`src/rtl/mt_thread_sched_if.sv`:
```
// Scheduler bundle: execute-side start/halt events and stalls in, fetch slot to mt_pc out.
interface mt_thread_sched_if #(
    parameter int NUM_THREADS  = 8,
    parameter int BITS_THREADS = $clog2(NUM_THREADS)
);
    logic                    run;
    logic                    start_valid;
    logic [BITS_THREADS-1:0] start_tid;
    logic                    halt_valid;
    logic [BITS_THREADS-1:0] halt_tid;
    logic [NUM_THREADS-1:0]  stall_mask;
    logic [BITS_THREADS-1:0] tid;
    logic                    tid_valid;
    logic [NUM_THREADS-1:0]  active_mask;
    logic                    idle;

    modport master (
        output run, start_valid, start_tid, halt_valid, halt_tid, stall_mask,
        input  tid, tid_valid, active_mask, idle
    );

    modport slave (
        input  run, start_valid, start_tid, halt_valid, halt_tid, stall_mask,
        output tid, tid_valid, active_mask, idle
    );
endinterface

```
`src/rtl/mt_thread_sched.sv`:
```
// Barrel thread scheduler feeding mt_pc: one registered tid per cycle, either fixed
// round-robin slots (STRICT=1) or skip-ahead to the next ready thread (STRICT=0).
module mt_thread_sched #(
    parameter int                     NUM_THREADS  = 8,
    parameter int                     BITS_THREADS = $clog2(NUM_THREADS),
    parameter bit                     STRICT       = 1'b1,
    parameter logic [NUM_THREADS-1:0] RESET_MASK   = NUM_THREADS'(1)
) (
    input logic              clk,
    input logic              rst,
    mt_thread_sched_if.slave bus
);
    logic [BITS_THREADS-1:0] ptr;
    logic [BITS_THREADS-1:0] tid_q;
    logic                    tid_valid_q;
    logic [NUM_THREADS-1:0]  active_mask;
    logic [NUM_THREADS-1:0]  mask_nxt;
    logic [NUM_THREADS-1:0]  ready;
    logic [BITS_THREADS-1:0] sel_idx;
    logic [BITS_THREADS-1:0] cand;
    logic                    sel_vld;
    logic                    advance;

    // Readiness uses the mask as it stands before this edge's start/halt events.
    assign ready = active_mask & ~bus.stall_mask;

    always_comb begin
        sel_idx = ptr;
        sel_vld = 1'b0;
        cand    = '0;
        if (STRICT) begin
            sel_idx = ptr + 1'b1;
            sel_vld = ready[sel_idx];
        end else begin
            // Walk farthest-to-nearest so the closest ready thread overwrites; i=N wraps to ptr.
            for (int i = NUM_THREADS; i >= 1; i--) begin
                cand = ptr + BITS_THREADS'(i);
                if (ready[cand]) begin
                    sel_idx = cand;
                    sel_vld = 1'b1;
                end
            end
        end
    end

    // Strict mode burns the slot even for a bubble; skip mode only moves on a hit.
    assign advance = bus.run & (STRICT | sel_vld);

    always_comb begin
        mask_nxt = active_mask;
        if (bus.start_valid) mask_nxt[bus.start_tid] = 1'b1;
        if (bus.halt_valid)  mask_nxt[bus.halt_tid]  = 1'b0;
    end

    always_ff @(posedge clk or negedge rst) begin
        if (!rst) begin
            ptr         <= '1;
            tid_q       <= '0;
            tid_valid_q <= 1'b0;
            active_mask <= RESET_MASK;
        end else begin
            active_mask <= mask_nxt;
            tid_valid_q <= bus.run & sel_vld;
            if (advance) begin
                ptr   <= sel_idx;
                tid_q <= sel_idx;
            end
        end
    end

    assign bus.tid         = tid_q;
    assign bus.tid_valid   = tid_valid_q;
    assign bus.active_mask = active_mask;
    assign bus.idle        = (active_mask == '0);
endmodule

```
`src/flat_wrapper.sv`:
```
// flat-port wrapper written by rule: the top's interface ports become plain ports
module mt_thread_sched_flat 
#(
    parameter int                     NUM_THREADS  = 8,
    parameter int                     BITS_THREADS = $clog2(NUM_THREADS),
    parameter bit                     STRICT       = 1'b1,
    parameter logic [NUM_THREADS-1:0] RESET_MASK   = NUM_THREADS'(1)
)
  (clk, rst, bus_run, bus_start_valid, bus_start_tid, bus_halt_valid, bus_halt_tid, bus_stall_mask, bus_tid, bus_tid_valid, bus_active_mask, bus_idle);
  mt_thread_sched_if #(.NUM_THREADS(NUM_THREADS), .BITS_THREADS(BITS_THREADS)) bus_i ();
  input logic clk;
  input logic rst;
  input wire logic [$bits(bus_i.run)-1:0] bus_run;
  input wire logic [$bits(bus_i.start_valid)-1:0] bus_start_valid;
  input wire logic [$bits(bus_i.start_tid)-1:0] bus_start_tid;
  input wire logic [$bits(bus_i.halt_valid)-1:0] bus_halt_valid;
  input wire logic [$bits(bus_i.halt_tid)-1:0] bus_halt_tid;
  input wire logic [$bits(bus_i.stall_mask)-1:0] bus_stall_mask;
  output wire logic [$bits(bus_i.tid)-1:0] bus_tid;
  output wire logic [$bits(bus_i.tid_valid)-1:0] bus_tid_valid;
  output wire logic [$bits(bus_i.active_mask)-1:0] bus_active_mask;
  output wire logic [$bits(bus_i.idle)-1:0] bus_idle;
  assign bus_i.run = bus_run;
  assign bus_i.start_valid = bus_start_valid;
  assign bus_i.start_tid = bus_start_tid;
  assign bus_i.halt_valid = bus_halt_valid;
  assign bus_i.halt_tid = bus_halt_tid;
  assign bus_i.stall_mask = bus_stall_mask;
  assign bus_tid = bus_i.tid;
  assign bus_tid_valid = bus_i.tid_valid;
  assign bus_active_mask = bus_i.active_mask;
  assign bus_idle = bus_i.idle;
  mt_thread_sched #(.NUM_THREADS(NUM_THREADS), .BITS_THREADS(BITS_THREADS), .STRICT(STRICT), .RESET_MASK(RESET_MASK)) u_core (.clk(clk), .rst(rst), .bus(bus_i));
endmodule
```
`config.mk`:
```
export PLATFORM = sky130hd
export DESIGN_NAME = mt_thread_sched_flat
export DESIGN_NICKNAME = d
export VERILOG_FILES = /design/src/rtl/mt_thread_sched_if.sv /design/src/rtl/mt_thread_sched.sv /design/src/flat_wrapper.sv
export SDC_FILE = /design/constraint.sdc
export NUM_CORES = 1
export LEC_CHECK = 0
export BUFFER_PORTS_ARGS = -buffer_cell sky130_fd_sc_hd__buf_2
export CORE_UTILIZATION = 45
export CTS_CLUSTER_DIAMETER = 40
export DETAILED_ROUTE_END_ITERATION = 12
export MAX_ROUTING_LAYER = met4
export PLACE_DENSITY_LB_ADDON = 0.12
export SLEW_MARGIN = 20
export SYNTH_ARGS = -nofsm -noshare
export SYNTH_HDL_FRONTEND = slang
export SYNTH_SLANG_ARGS = --single-unit
```
`constraint.sdc`:
```
create_clock -name clk -period 2.3 [get_ports clk]
set_clock_uncertainty 0.15 [all_clocks]
set_input_delay 0 -clock clk [delete_from_list [all_inputs] [get_ports clk]]
set_output_delay 0 -clock clk [all_outputs]
set_load 0.01 [all_outputs]
```
# --- Word level (Yosys, flattened, before mapping) ---
# Cells that the tools add are included.
classes:
  n_addsub: 1
  magnitude_cmp: 5
  reduce_logical: 3
  muxes: 8
  bitwise: 6
ops:
  columns: ["operator", "count"]
  rows:
  - ["$and A8 B8 Y8", 2]
  - ["$mux W8", 2]
  - ["$not A8 Y8", 2]
  - ["$lt A3 B4 Y1 const B", 3]
  - ["$logic_not A8 Y1", 1]
  - ["$or A8 B8 Y8", 1]
  - ["$demux W1 S3", 2]
  - ["$ge A3 B1 Y1 const B", 2]
  - ["$add A3 B1 Y3 const B", 1]
  - ["$bmux W1 S3", 1]
  - ["$mux W1", 3]
  - ["$logic_and A1 B1 Y1", 2]
  - ["$and A1 B1 Y1", 1]
totals:
  word_cells: 27
  reg_bits: 15
  out_inout_bits: 13

# --- Depth between registers and ports, before layout ---
# Gate-level depths: netlist (run 1).
depth:
  word_depth: 8
  depth_mapped: 4
  depth_no_buf: 4

# --- Worst setup path after synthesis (run 1) ---
# OpenSTA, ideal clock, no wires.
synth_timing:
  path_kind: "register -> register"
  from: "register u_core.ptr[0]"
  to: "register u_core.tid_valid_q, in the netlist u_core.bus.tid_valid"
  required_time_ns: 2.068
  arrival_time_ns: 1.401
  path_buffers: 0
  synth_period_minus_slack_ns: 1.633
  setup_slack_ns: 0.667
  path_stages_with_launch: 4
  path_cell_list: "dfstp_2 ha_1 mux4_2 o22ai_1"
synth_between:
  elab_chain_len: 4
synth_lines:
  columns: ["element", "line", "rtl"]
  rows:
  - ["from (decl)", "mt_thread_sched.sv:13", "logic [BITS_THREADS-1:0] ptr;"]
  - ["from (signal assigned)", "mt_thread_sched.sv:65", "ptr <= sel_idx;"]
  - ["$add A3 B1 Y3", "mt_thread_sched.sv:32", "sel_idx = ptr + 1'b1;"]
  - ["net u_core.sel_idx[1]", "mt_thread_sched.sv:19", "logic [BITS_THREADS-1:0] sel_idx;"]
  - ["$bmux W1 S3", "mt_thread_sched.sv:33", "sel_vld = ready[sel_idx];"]
  - ["$mux W1 (implied by the code)", "mt_thread_sched.sv:33", null]
  - ["$and A1 B1 Y1", "mt_thread_sched.sv:63", "tid_valid_q <= bus.run & sel_vld;"]
  - ["to (signal assigned)", "mt_thread_sched.sv:63", null]
  - ["to (decl)", "mt_thread_sched.sv:15", "logic tid_valid_q;"]
# The timed path passes the listed nets, and every way through them passes these cells. The select of a mux whose other input is x is not followed.
# A chain may end at the register's enable or synchronous reset.

# --- Worst setup path in the final report (run 1) ---
layout_timing:
  from: "input port bus_start_tid[1]"
  to: "register u_core.active_mask[1], in the netlist u_core.bus.active_mask[1]"
layout_between:
  elab_chain_len: 8
  elab_cells_between_ends: 9
  cone_classes: "2 x order compare; 4 x mux; 2 x bitwise; 1 x reduce/logical"
layout_lines:
  columns: ["element", "line", "rtl"]
  rows:
  - ["from (decl)", "flat_wrapper.sv:15", "input wire logic [$bits(bus_i.start_tid)-1:0] bus_start_tid;"]
  - ["$lt A3 B4 Y1 (implied by the code) or $ge A3 B1 Y1 (tied branches)", "mt_thread_sched.sv:51", "if (bus.start_valid) mask_nxt[bus.start_tid] = 1'b1;"]
  - ["$logic_and A1 B1 Y1 (implied by the code)", "mt_thread_sched.sv:51", null]
  - ["$mux W1 (implied by the code)", "mt_thread_sched.sv:51", null]
  - ["$demux W1 S3 (*)", null, null]
  - ["$or A8 B8 Y8 (no line) (*)", null, null]
  - ["$mux W8 (*)", "mt_thread_sched.sv:51", null]
  - ["$and A8 B8 Y8 (no line)", null, null]
  - ["$mux W8 (*)", "mt_thread_sched.sv:52", "if (bus.halt_valid) mask_nxt[bus.halt_tid] = 1'b0;"]
  - ["net u_core.mask_nxt[1]", "mt_thread_sched.sv:17", "logic [NUM_THREADS-1:0] mask_nxt;"]
  - ["to (signal assigned)", "mt_thread_sched.sv:62", "active_mask <= mask_nxt;"]
  - ["to (decl)", "mt_thread_sched.sv:16", "logic [NUM_THREADS-1:0] active_mask;"]
# Mark *: on every way through the listed nets, which the timed path passes. The rest lies on a longest branch.

==> flow_summary.yaml, run 1 <==
final_layout:
  synthToLayoutAreaGrowth_pct: 54.30
  nets: 145
  seq_area_um2: 380.4
  fin_cells: 140
  n_antenna_cell: 0
  multi_input_area_um2: 347.8
  nFillCells: 115
  drive_gt1_share_pct: 34.68
pwr:
  pwr-share-clk_pct: 15.8
  p_per_area_nw_per_um2: 909.3
  peakVddDrop_mv: 0.9045
  internal_power_mw: 0.6683
  leakage_nw: 0.5245
  total_power_mw: 1.041
  switching_share_pct: 35.80
  switching_power_mw: 0.3727
  p_comb_share_pct: 41.3
  p_seq_share_pct: 43.0
synthesis:
  synth_top_area_share_pct: 37.10
  syn-num-nets: 90
  ys_top_cells_by_area: "dfrtp_1 (37%), dfstp_2 (14%), a31oi_1 (6.7%), nand2b_1 (6.7%), mux4_2 (6.1%)"
  async_flop_share_pct: 100.0
  syn_avg_cell_area_um2: 10.60
  synth_cell_types: 20
  synth_flop_cell: "dfrtp_1"
  synth_edf_count: 0
  synth.most_common_cell: "dfrtp_1"
  synthCells: 70
  yosysSeqAreaShare_pct: 51.26
  syn_area_um2: 742.0
  synth_top_cell_by_area: "dfrtp_1"
  synth_common_cells: "dfrtp_1 (11), a31oi_1 (8), nand2b_1 (8), a21oi_1 (6), nor2b_1 (6)"
  yosysWarnings: 0
  ys_ff_latch: 15
routing:
  drt-initial-drc-count: 40
  via_per_inst: 6.050
  vias: 847
  drc: 0
  detail-route-antenna-nets: 0
  dr.pass1.iters: 4
  drt_wl_total_mm: 2.454
  wl_per_cell_um: 17.53
worst_setup_path:
  cp-end-kind: "register"
  crit_arrival_ps: 2290
  worstPathRequired_ps: 2380
  startpoint_type: "input pin"
  critical_path_class: "input pin to register"
  cp_max_fo: 5
  worstReg2RegStart: "u_core.bus.active_mask[1]"
  reg2reg_to: "u_core.bus.active_mask[1]"
  r2r_slack_ps: 170
  reg2regPathDepth: 4
floorplan:
  coreArea_um2: 1524
  fp-row-count: 14
  die_area_um2: 1815
  die_height_um: 42.61
  initial_core_util_pct: 48.69
  top_level_ports: 32
  dieWidth_um: 42.61
clock_tree:
  clock_latency_ps: 290
  numCtsBuffers: 3
  clockBufferDepth: 2
  clockRootBuffer: "clkbuf_4"
  post_cts_buffers: 0
  path_clk_slew_ps: 110
  cts.sinks: 15
  htreeDepth: 1
  cts_tree: "done"
placed_design:
  gp_congestion: 0.9115
  dp.cells: 116
  pre_cts_ws_ps: 538.1
  hpwl_mm: 1.328
  io_buffers: 31
global_routing:
  gr-usage-all-layers_pct: 31.31
  grt_overflow_total: 0
  antenna_found_initial: 0
  grt_max_degree: 12
  grt_pass1_wl_mm: 3.919
  grt_pass1_vias: 862
sta:
  whs_ps: 37.20
  finalMaxSlewViolations: 0
  relSlewSlack_pct: 62.13
  fin_crit_ps: 2211
  fmax_ghz: 0.4522
  worst_slack_ps: 88.67
  rsz0062_at_grt: "no"
  setup_viol: 0
  tns_ps: 0
  finalCritPeriodShare_pct: 96.14
  final-hold-violation-count: 0
  worst_pin_slew_ps: 566.3
min_path:
  worstHoldStart: "bus_stall_mask[2]"
  min_to: "u_core.bus.tid_valid"
  min_path_type: "input pin to register"
  whs_path_depth: 4
run:
  drv_cap: 0
outcome:
  status: "finished, final reports clean"
-- kinds of logic (layout without fill, tap and decap cells) --
family	count (synthesis)	in the layout	synth area share [%]
mux	2	2	6.070
compound gates	21	21	17.03
simple gates	24	24	18.21
fa+ha+maj	1	1	1.686
xor+xnor	3	3	3.542
flops	15	15	51.26
buf+inv	4	58	2.191
-- final cells by class --
cell class | count | share of cell area, %
Inverter | 3 | 0.9836
Tap cell | 16 | 1.749
Timing Repair Buffer | 51 | 31.04
Clock inverter | 1 | 0.6557
Multi-Input combinational cell | 51 | 30.38
Sequential cell | 15 | 33.22
Clock buffer | 3 | 1.967
-- cells in the final DEF (no fill, tap or decap), types with 2 or more instances in the layout --
master         count
buf_2             31
dfrtp_1           11
mux4_2             2
a41oi_1            2
nand2b_1           8
dlygate4sd3_1     20
clkbuf_4           3
xor2_1             2
nand2_1            4
nor2b_1            6
inv_1              3
dfstp_2            4
o21ai_0            3
or4_1              2
a21oi_1            6
nor2_1             2
a31oi_1            8
-- power by group through the flow --
stage,Clock (mW),Sequential [mW],Combinational [mW]
final,0.164,0.447,0.430
after detailed placement,0,0.444,0.358
after global placement,0,0.438,0.347
after floorplan,0,0.459,0.212
after CTS,0.165,0.439,0.417
after global routing,0.175,0.455,0.466
-- worst max-delay path, cell delays in order --
cell and delay [ps]:
dlygate4sd3_1 550, buf_2 160, nor2_2 150, a31oi_1 120, dlygate4sd3_1 570, a31oi_1 150, dlygate4sd3_1 580
-- registers in the layout, indices dropped and copies added, names as in the netlist --
signal / count
u_core.bus.active_mask: 8
u_core.bus.tid: 3
u_core.bus.tid_valid: 1
u_core.ptr: 3
-- through the flow --
stage / cell area, um2 / util, %
3_3_place_gp: 912.1 / 59.85
3_5_place_dp: 912.1 / 59.85
4_1_cts: 1142 / 74.96
6_report: 1145 / 75.12
5_1_grt: 1145 / 75.12
2_1_floorplan: 742.0 / -
-- worst max path at each step --
stage | from | to | slack, ps | depth (start not counted)
after CTS | bus_start_tid[1] | u_core.bus.active_mask[1] | 170 | 7
after global placement | u_core.ptr[0] | u_core.bus.tid_valid | 640 | 3
final | bus_start_tid[1] | u_core.bus.active_mask[1] | 90 | 7
after detailed placement | u_core.ptr[0] | u_core.bus.tid_valid | 540 | 3
after global routing | bus_start_tid[1] | u_core.bus.active_mask[1] | 40 | 7
after floorplan | u_core.ptr[0] | u_core.bus.tid_valid | 670 | 3
-- routing by layer --
metal	share of wire, %	up-vias	GRT usage (%)
li1	-	364	-
met1	37	404	36.52
met2	49	65	47.69
met3	9.4	14	7.759
met4	4.3	0	20.63
met5	0	-	-
-- timing repair --
action,4_1_cts,5_1_grt
hold buffers,20,0
endpoints found under the setup margin,0,1
endpoints found under the hold margin,30,0
resized for setup,0,1
Note: power is estimated with default switching activity, not from simulation.
==> run 2, diff against run 1 <==
--- a/config.mk
+++ b/config.mk
@@ -5,10 +5,12 @@
 export SDC_FILE = /design/constraint.sdc
 export NUM_CORES = 1
 export LEC_CHECK = 0
+export ABC_AREA = 1
 export BUFFER_PORTS_ARGS = -buffer_cell sky130_fd_sc_hd__buf_2
-export CORE_UTILIZATION = 45
+export CORE_UTILIZATION = 46
 export CTS_CLUSTER_DIAMETER = 40
 export DETAILED_ROUTE_END_ITERATION = 12
+export GPL_ROUTABILITY_DRIVEN = 0
 export MAX_ROUTING_LAYER = met4
 export PLACE_DENSITY_LB_ADDON = 0.12
 export SLEW_MARGIN = 20
==> run 2 against run 1 <==
The run now ends with negative hold slack left. Design area decreased by 0.44%. Cell count increased by 21%. Register-to-register slack improved by 560 ps. Non-clock buffer count decreased by 5. Area after synthesis increased by 5.4%. Sequential share of layout area increased by 0.15 points. Worst hold slack got worse by 54 ps. Clock power decreased by 12%. Count of clock-buffer cells in the layout unchanged. Largest cell class unchanged.
==> flow_summary.yaml, run 2 <==
clock_tree:
  htreeDepth: 1
  clockRootBuffer: "clkbuf_4"
  cts_tree: "done"
  numCtsBuffers: 3
  path_clk_slew_ps: 80
  clockBufferDepth: 2
  clock_latency_ps: 280
  post_cts_buffers: 0
  cts.sinks: 15
floorplan:
  die_area_um2: 1869
  die_height_um: 43.23
  coreArea_um2: 1541
  top_level_ports: 32
  initial_core_util_pct: 50.73
  fp-row-count: 14
  dieWidth_um: 43.23
synthesis:
  syn_area_um2: 782.0
  yosysWarnings: 0
  async_flop_share_pct: 100.0
  syn_avg_cell_area_um2: 7.592
  synth_top_area_share_pct: 35.20
  syn-num-nets: 123
  synth_top_cell_by_area: "dfrtp_1"
  synth_cell_types: 17
  synth_flop_cell: "dfrtp_1"
  synth.most_common_cell: "nand2_1"
  synth_edf_count: 0
  yosysSeqAreaShare_pct: 48.64
  ys_top_cells_by_area: "dfrtp_1 (35%), dfstp_2 (13%), nand2_1 (12%), inv_1 (9.6%), a21oi_1 (7.7%)"
  synthCells: 103
  synth_common_cells: "nand2_1 (24), inv_1 (20), a21oi_1 (12), nand3_1 (12), dfrtp_1 (11)"
  ys_ff_latch: 15
global_routing:
  antenna_found_initial: 0
  gr-usage-all-layers_pct: 26.56
  grt_pass1_vias: 829
  grt_pass1_wl_mm: 3.532
  grt_max_degree: 16
  grt_overflow_total: 0
sta:
  fin_crit_ps: 2024
  fmax_ghz: 0.4941
  finalMaxSlewViolations: 0
  tns_ps: 0
  whs_ps: -17.02
  worst_pin_slew_ps: 318.0
  rsz0062_at_grt: "no"
  setup_viol: 0
  finalCritPeriodShare_pct: 87.99
  relSlewSlack_pct: 78.80
  final-hold-violation-count: 11
final_layout:
  fin_cells: 169
  drive_gt1_share_pct: 28.76
  synthToLayoutAreaGrowth_pct: 45.76
  nFillCells: 129
  nets: 174
  multi_input_area_um2: 320.3
  final_area_um2: 1140
  n_antenna_cell: 0
  top_register: "u_core.bus.active_mask"
  largest_reg_flops: 8
  seq_area_um2: 380.4
  final_common_cell: "buf_2"
  final_cell_mix: "buf_2 (31), nand2_1 (24), inv_1 (20)"
routing:
  vias: 867
  detail-route-antenna-nets: 0
  wl_per_cell_um: 12.46
  drt-initial-drc-count: 36
  dr.pass1.iters: 4
  drc: 0
  via_per_inst: 5.130
  drt_wl_total_mm: 2.106
worst_setup_path:
  worstReg2RegStart: "u_core.ptr[0]"
  worstPathRequired_ps: 2320
  reg2reg_to: "u_core.bus.tid_valid"
  reg2regPathDepth: 7
  critPathSlowestCell: "dlygate4sd3_1"
  startpoint_type: "input pin"
  crit_arrival_ps: 2040
  critical_path_class: "input pin to register"
  path_cells: "dlygate4sd3_1 > buf_2 > inv_1 > nor3_1 > dlygate4sd3_1 > a21oi_1 > dlygate4sd3_1"
  cp-end-kind: "register"
  critical_path.most_common_cell: "dlygate4sd3_1"
  crit_path_max_incr_delay_ps: 590
  r2r_slack_ps: 730
  cp_max_fo: 3
pwr:
  leakage_nw: 0.6465
  p_per_area_nw_per_um2: 805.0
  peakVddDrop_mv: 0.5468
placed_design:
  hpwl_mm: 1.439
  io_buffers: 31
  dp.cells: 150
  place_area_um2: 957.2
outcome:
  status: "finished, violations left"
  violations: "negative hold slack"
min_path:
  min_path_type: "input pin to async pin"
run:
  drv_cap: 0
run 2: changes by cell type after synthesis, sizes merged, moves of 4 or more:
cell / delta
a21oi: +6
a31oi: -8
inv: +19
nand2: +20
nand2b: -8
nand3: +12
nor2b: -6
nor3: +4
run 2: worst max path at each step:
stage                startpoint                        end  slack, ps  cells after the start
2_1_floorplan     u_core.ptr[0]       u_core.bus.tid_valid        860                      7
3_3_place_gp      u_core.ptr[0]       u_core.bus.tid_valid        830                      7
3_5_place_dp      u_core.ptr[0]       u_core.bus.tid_valid        760                      7
4_1_cts        bus_start_tid[1]  u_core.bus.active_mask[0]        250                      9
5_1_grt         bus_halt_tid[2]  u_core.bus.active_mask[5]        140                      7
6_report        bus_halt_tid[2]  u_core.bus.active_mask[5]        280                      7
run 2: power by group:
| part | total (mW) | internal (mW) | switching [mW] |
|---|---|---|---|
| Clock | 0.144 | 0.0646 | 0.0796 |
| Combinational | 0.355 | 0.163 | 0.192 |
| Sequential | 0.418 | 0.352 | 0.0666 |
| Total | 0.918 | 0.579 | 0.338 |
run 2: kinds of logic after synthesis:
family	after synthesis	synth area share (%)
buffers and inverters	23	11.04
AND/OR/NAND/NOR	48	26.88
AO/OA/AOI/OAI	15	9.761
XOR/XNOR	1	2.081
flip-flops	15	48.64
adder cells (fa/ha/maj)	1	1.600
run 2: per-stage QoR:
step	power [mW]	worst slack (ps)	hold WS [ps]	util, %
2_1_floorplan	0.6122	860.5	-445.6	-
3_3_place_gp	0.7217	825.2	-232.3	62.09
3_5_place_dp	0.7361	762.8	-232.5	62.09
4_1_cts	0.9132	245.2	2.772	74.27
5_1_grt	0.9852	135.2	32.39	73.94
6_report	0.9176	276.3	-17.02	73.94
run 2: repair_timing:
item / CTS / global route
gates resized for setup: 0 / 1
setup endpoints to repair: 0 / 1
hold endpoints to repair: 30 / 0
hold buffers: 16 / 0
run 2: critical path, delay by kind of cell:
family	cells	cell delay [ps]
AO/OA/AOI/OAI	1	70
buffers and inverters	5	1830
AND/OR/NAND/NOR	1	150
run 2: final cells by class:
cell class | instances | share of cell area, %
Sequential cell | 15 | 33.37
Multi-Input combinational cell | 65 | 28.10
Timing Repair Buffer | 46 | 26.78
Inverter | 23 | 7.574
Clock buffer | 3 | 1.976
Tap cell | 16 | 1.756
Clock inverter | 1 | 0.4391
run 2: layer usage:
layer | wire length [um] | track usage (%) | vias to the layer above
met4 | 47 | 9.091 | 0
met5 | 0 | - | -
li1 | - | - | 427
met1 | 948 | 35.33 | 384
met2 | 930 | 38.21 | 48
met3 | 179 | 8.511 | 8
==> run 3, diff against run 2 <==
--- a/config.mk
+++ b/config.mk
@@ -7,12 +7,14 @@
 export LEC_CHECK = 0
 export ABC_AREA = 1
 export BUFFER_PORTS_ARGS = -buffer_cell sky130_fd_sc_hd__buf_2
+export CORE_ASPECT_RATIO = 1.1
 export CORE_UTILIZATION = 46
 export CTS_CLUSTER_DIAMETER = 40
 export DETAILED_ROUTE_END_ITERATION = 12
 export GPL_ROUTABILITY_DRIVEN = 0
 export MAX_ROUTING_LAYER = met4
 export PLACE_DENSITY_LB_ADDON = 0.12
+export SETUP_SLACK_MARGIN = 0.3
 export SLEW_MARGIN = 20
 export SYNTH_ARGS = -nofsm -noshare
 export SYNTH_HDL_FRONTEND = slang
==> run 3 against run 2 <==
Die area barely moved. First-iteration DRC count fell by 14%. Core utilization down 2.0 points. Maximum frequency grew 19%. Sequential power decreased by 1%. Global-route usage is 0.32 points higher. Combinational power down 1%. Design area down 0.44%. Wire length is 0.24% higher. Total power down 0.73%. Register-to-register slack hardly changed. The flow still finishes with violations (negative hold slack). Clock power grew 3%.
==> flow_summary.yaml, run 3 (synthesized netlist as in run 2, its figures left out) <==
worst_setup_path:
  critPathSlowestCell: "dlygate4sd3_1"
  worstReg2RegStart: "u_core.ptr[0]"
  r2r_slack_ps: 740
  crit_path_max_incr_delay_ps: 560
  cp-end-kind: "register"
  worstSetupStartpoint: "bus_start_tid[0]"
  critical_path_class: "input pin to register"
  path_cells: "dlygate4sd3_1 > buf_2 > nand2_1 > clkinv_1 > a21oi_1 > a21oi_1 > dlygate4sd3_1"
  crit_end: "u_core.bus.active_mask[3]"
  crit_arrival_ps: 1720
  reg2reg_to: "u_core.bus.tid_valid"
  worstPathRequired_ps: 2320
  cp_max_fo: 3
  startpoint_type: "input pin"
  reg2regPathDepth: 7
floorplan:
  top_level_ports: 32
  coreArea_um2: 1577
  initial_core_util_pct: 49.60
  die_height_um: 45.25
  die_area_um2: 1869
  dieWidth_um: 41.31
  fp-row-count: 15
clock_tree:
  clock_latency_ps: 280
  htreeDepth: 1
  clockRootBuffer: "clkbuf_4"
  cts_tree: "done"
  cts-resized-gates: 0
  path_clk_slew_ps: 80
  numCtsBuffers: 3
  cts.sinks: 15
  clockBufferDepth: 2
final_layout:
  n_antenna_cell: 0
  nets: 174
  final_common_cell: "buf_2"
  synthToLayoutAreaGrowth_pct: 45.12
  final_cell_mix: "buf_2 (31), nand2_1 (24), inv_1 (20)"
  largest_reg_flops: 8
  top_register: "u_core.bus.active_mask"
  drive_gt1_share_pct: 27.45
sta:
  fin_crit_ps: 1705
  final-hold-violation-count: 11
  whs_ps: -8.999
  setup_viol: 0
  relSlewSlack_pct: 78.34
  worst_pin_slew_ps: 324.9
  fmax_ghz: 0.5865
  finalMaxSlewViolations: 0
  tns_ps: 0
  finalCritPeriodShare_pct: 74.13
  rsz0062_at_grt: "no"
global_routing:
  antenna_found_initial: 0
  gr-usage-all-layers_pct: 26.88
  grt_overflow_total: 0
  grt_pass1_wl_mm: 3.180
  grt_pass1_vias: 772
  grt_max_degree: 16
routing:
  vias: 853
  dr.pass1.iters: 4
  wl_per_cell_um: 12.42
  drt_wl_total_mm: 2.111
  drc: 0
  detail-route-antenna-nets: 0
  drt-initial-drc-count: 31
  via_per_inst: 5.018
placed_design:
  hpwl_mm: 1.372
  io_buffers: 31
outcome:
  status: "finished, violations left"
  violations: "negative hold slack"
pwr:
  peakVddDrop_mv: 0.5095
  p_per_area_nw_per_um2: 802.7
  leakage_nw: 0.6467
run:
  drv_cap: 0
min_path:
  min_path_type: "input pin to async pin"
[run 3: cell count changes in the layout (fill, tap and decap cells not counted)]
cell and change:
clkinv_2 -1, clkbuf_1 +1, nor3_2 -1, nor3_1 +1
[run 3: worst max-delay path: cells and delay by family]
family / cells / cell delay [ps]
AOI/OAI and AO/OA: 2 / 260
buffers and inverters: 4 / 1370
and+or+nand+nor: 1 / 90
[run 3: metal layers]
layer / GRT usage [%] / wire length, um / vias to the layer above
met2: 37.81 / 935 / 37
li1: - / - / 428
met3: 5.419 / 145 / 11
met1: 34.17 / 947 / 377
met4: 17.42 / 83 / 0
met5: - / 0 / -
[run 3: where the power goes]
group | total [mW] | switching, mW | internal, mW
clock | 0.148 | 0.0806 | 0.0673
combinational | 0.351 | 0.189 | 0.162
sequential | 0.412 | 0.0600 | 0.352
[run 3: timing repair]
action                                 CTS  global route
hold buffers                            15             0
endpoints found under the hold margin   30             0
buffers inserted                         0             0
[run 3: cell type report]
class / instances / area (um2)
Fill cell: 134 / 441.7
Clock buffer: 4 / 26.28
Tap cell: 17 / 21.27
Sequential cell: 15 / 380.4
Inverter: 23 / 86.33
Multi-Input combinational cell: 65 / 315.3
Timing Repair Buffer: 46 / 305.3
[run 3: how the worst min path moves through the flow]
stage,from,endpoint,slack (ps),cells after the start
after global placement,rst,u_core.bus.active_mask[1],-230,1
after CTS,rst,u_core.bus.tid_valid,1,2
after floorplan,rst,u_core.bus.active_mask[1],-450,0
final,rst,u_core.bus.tid_valid,-9,2
after detailed placement,rst,u_core.bus.active_mask[1],-230,1
after global routing,rst,u_core.bus.tid_valid,40,2
[run 3: per-stage QoR]
step / setup slack [ps] / power (mW) / util (%) / cells / area, um2
after floorplan: 860.5 / 0.6122 / - / 103 / 782.0
after global placement: 828.6 / 0.7193 / 60.79 / 151 / 958.4
after detailed placement: 767.7 / 0.7309 / 60.79 / 151 / 958.4
after CTS: 715.5 / 0.9117 / 71.98 / 170 / 1135
after global routing: 565.5 / 0.9873 / 71.98 / 170 / 1135
final: 594.9 / 0.9109 / 71.98 / 170 / 1135
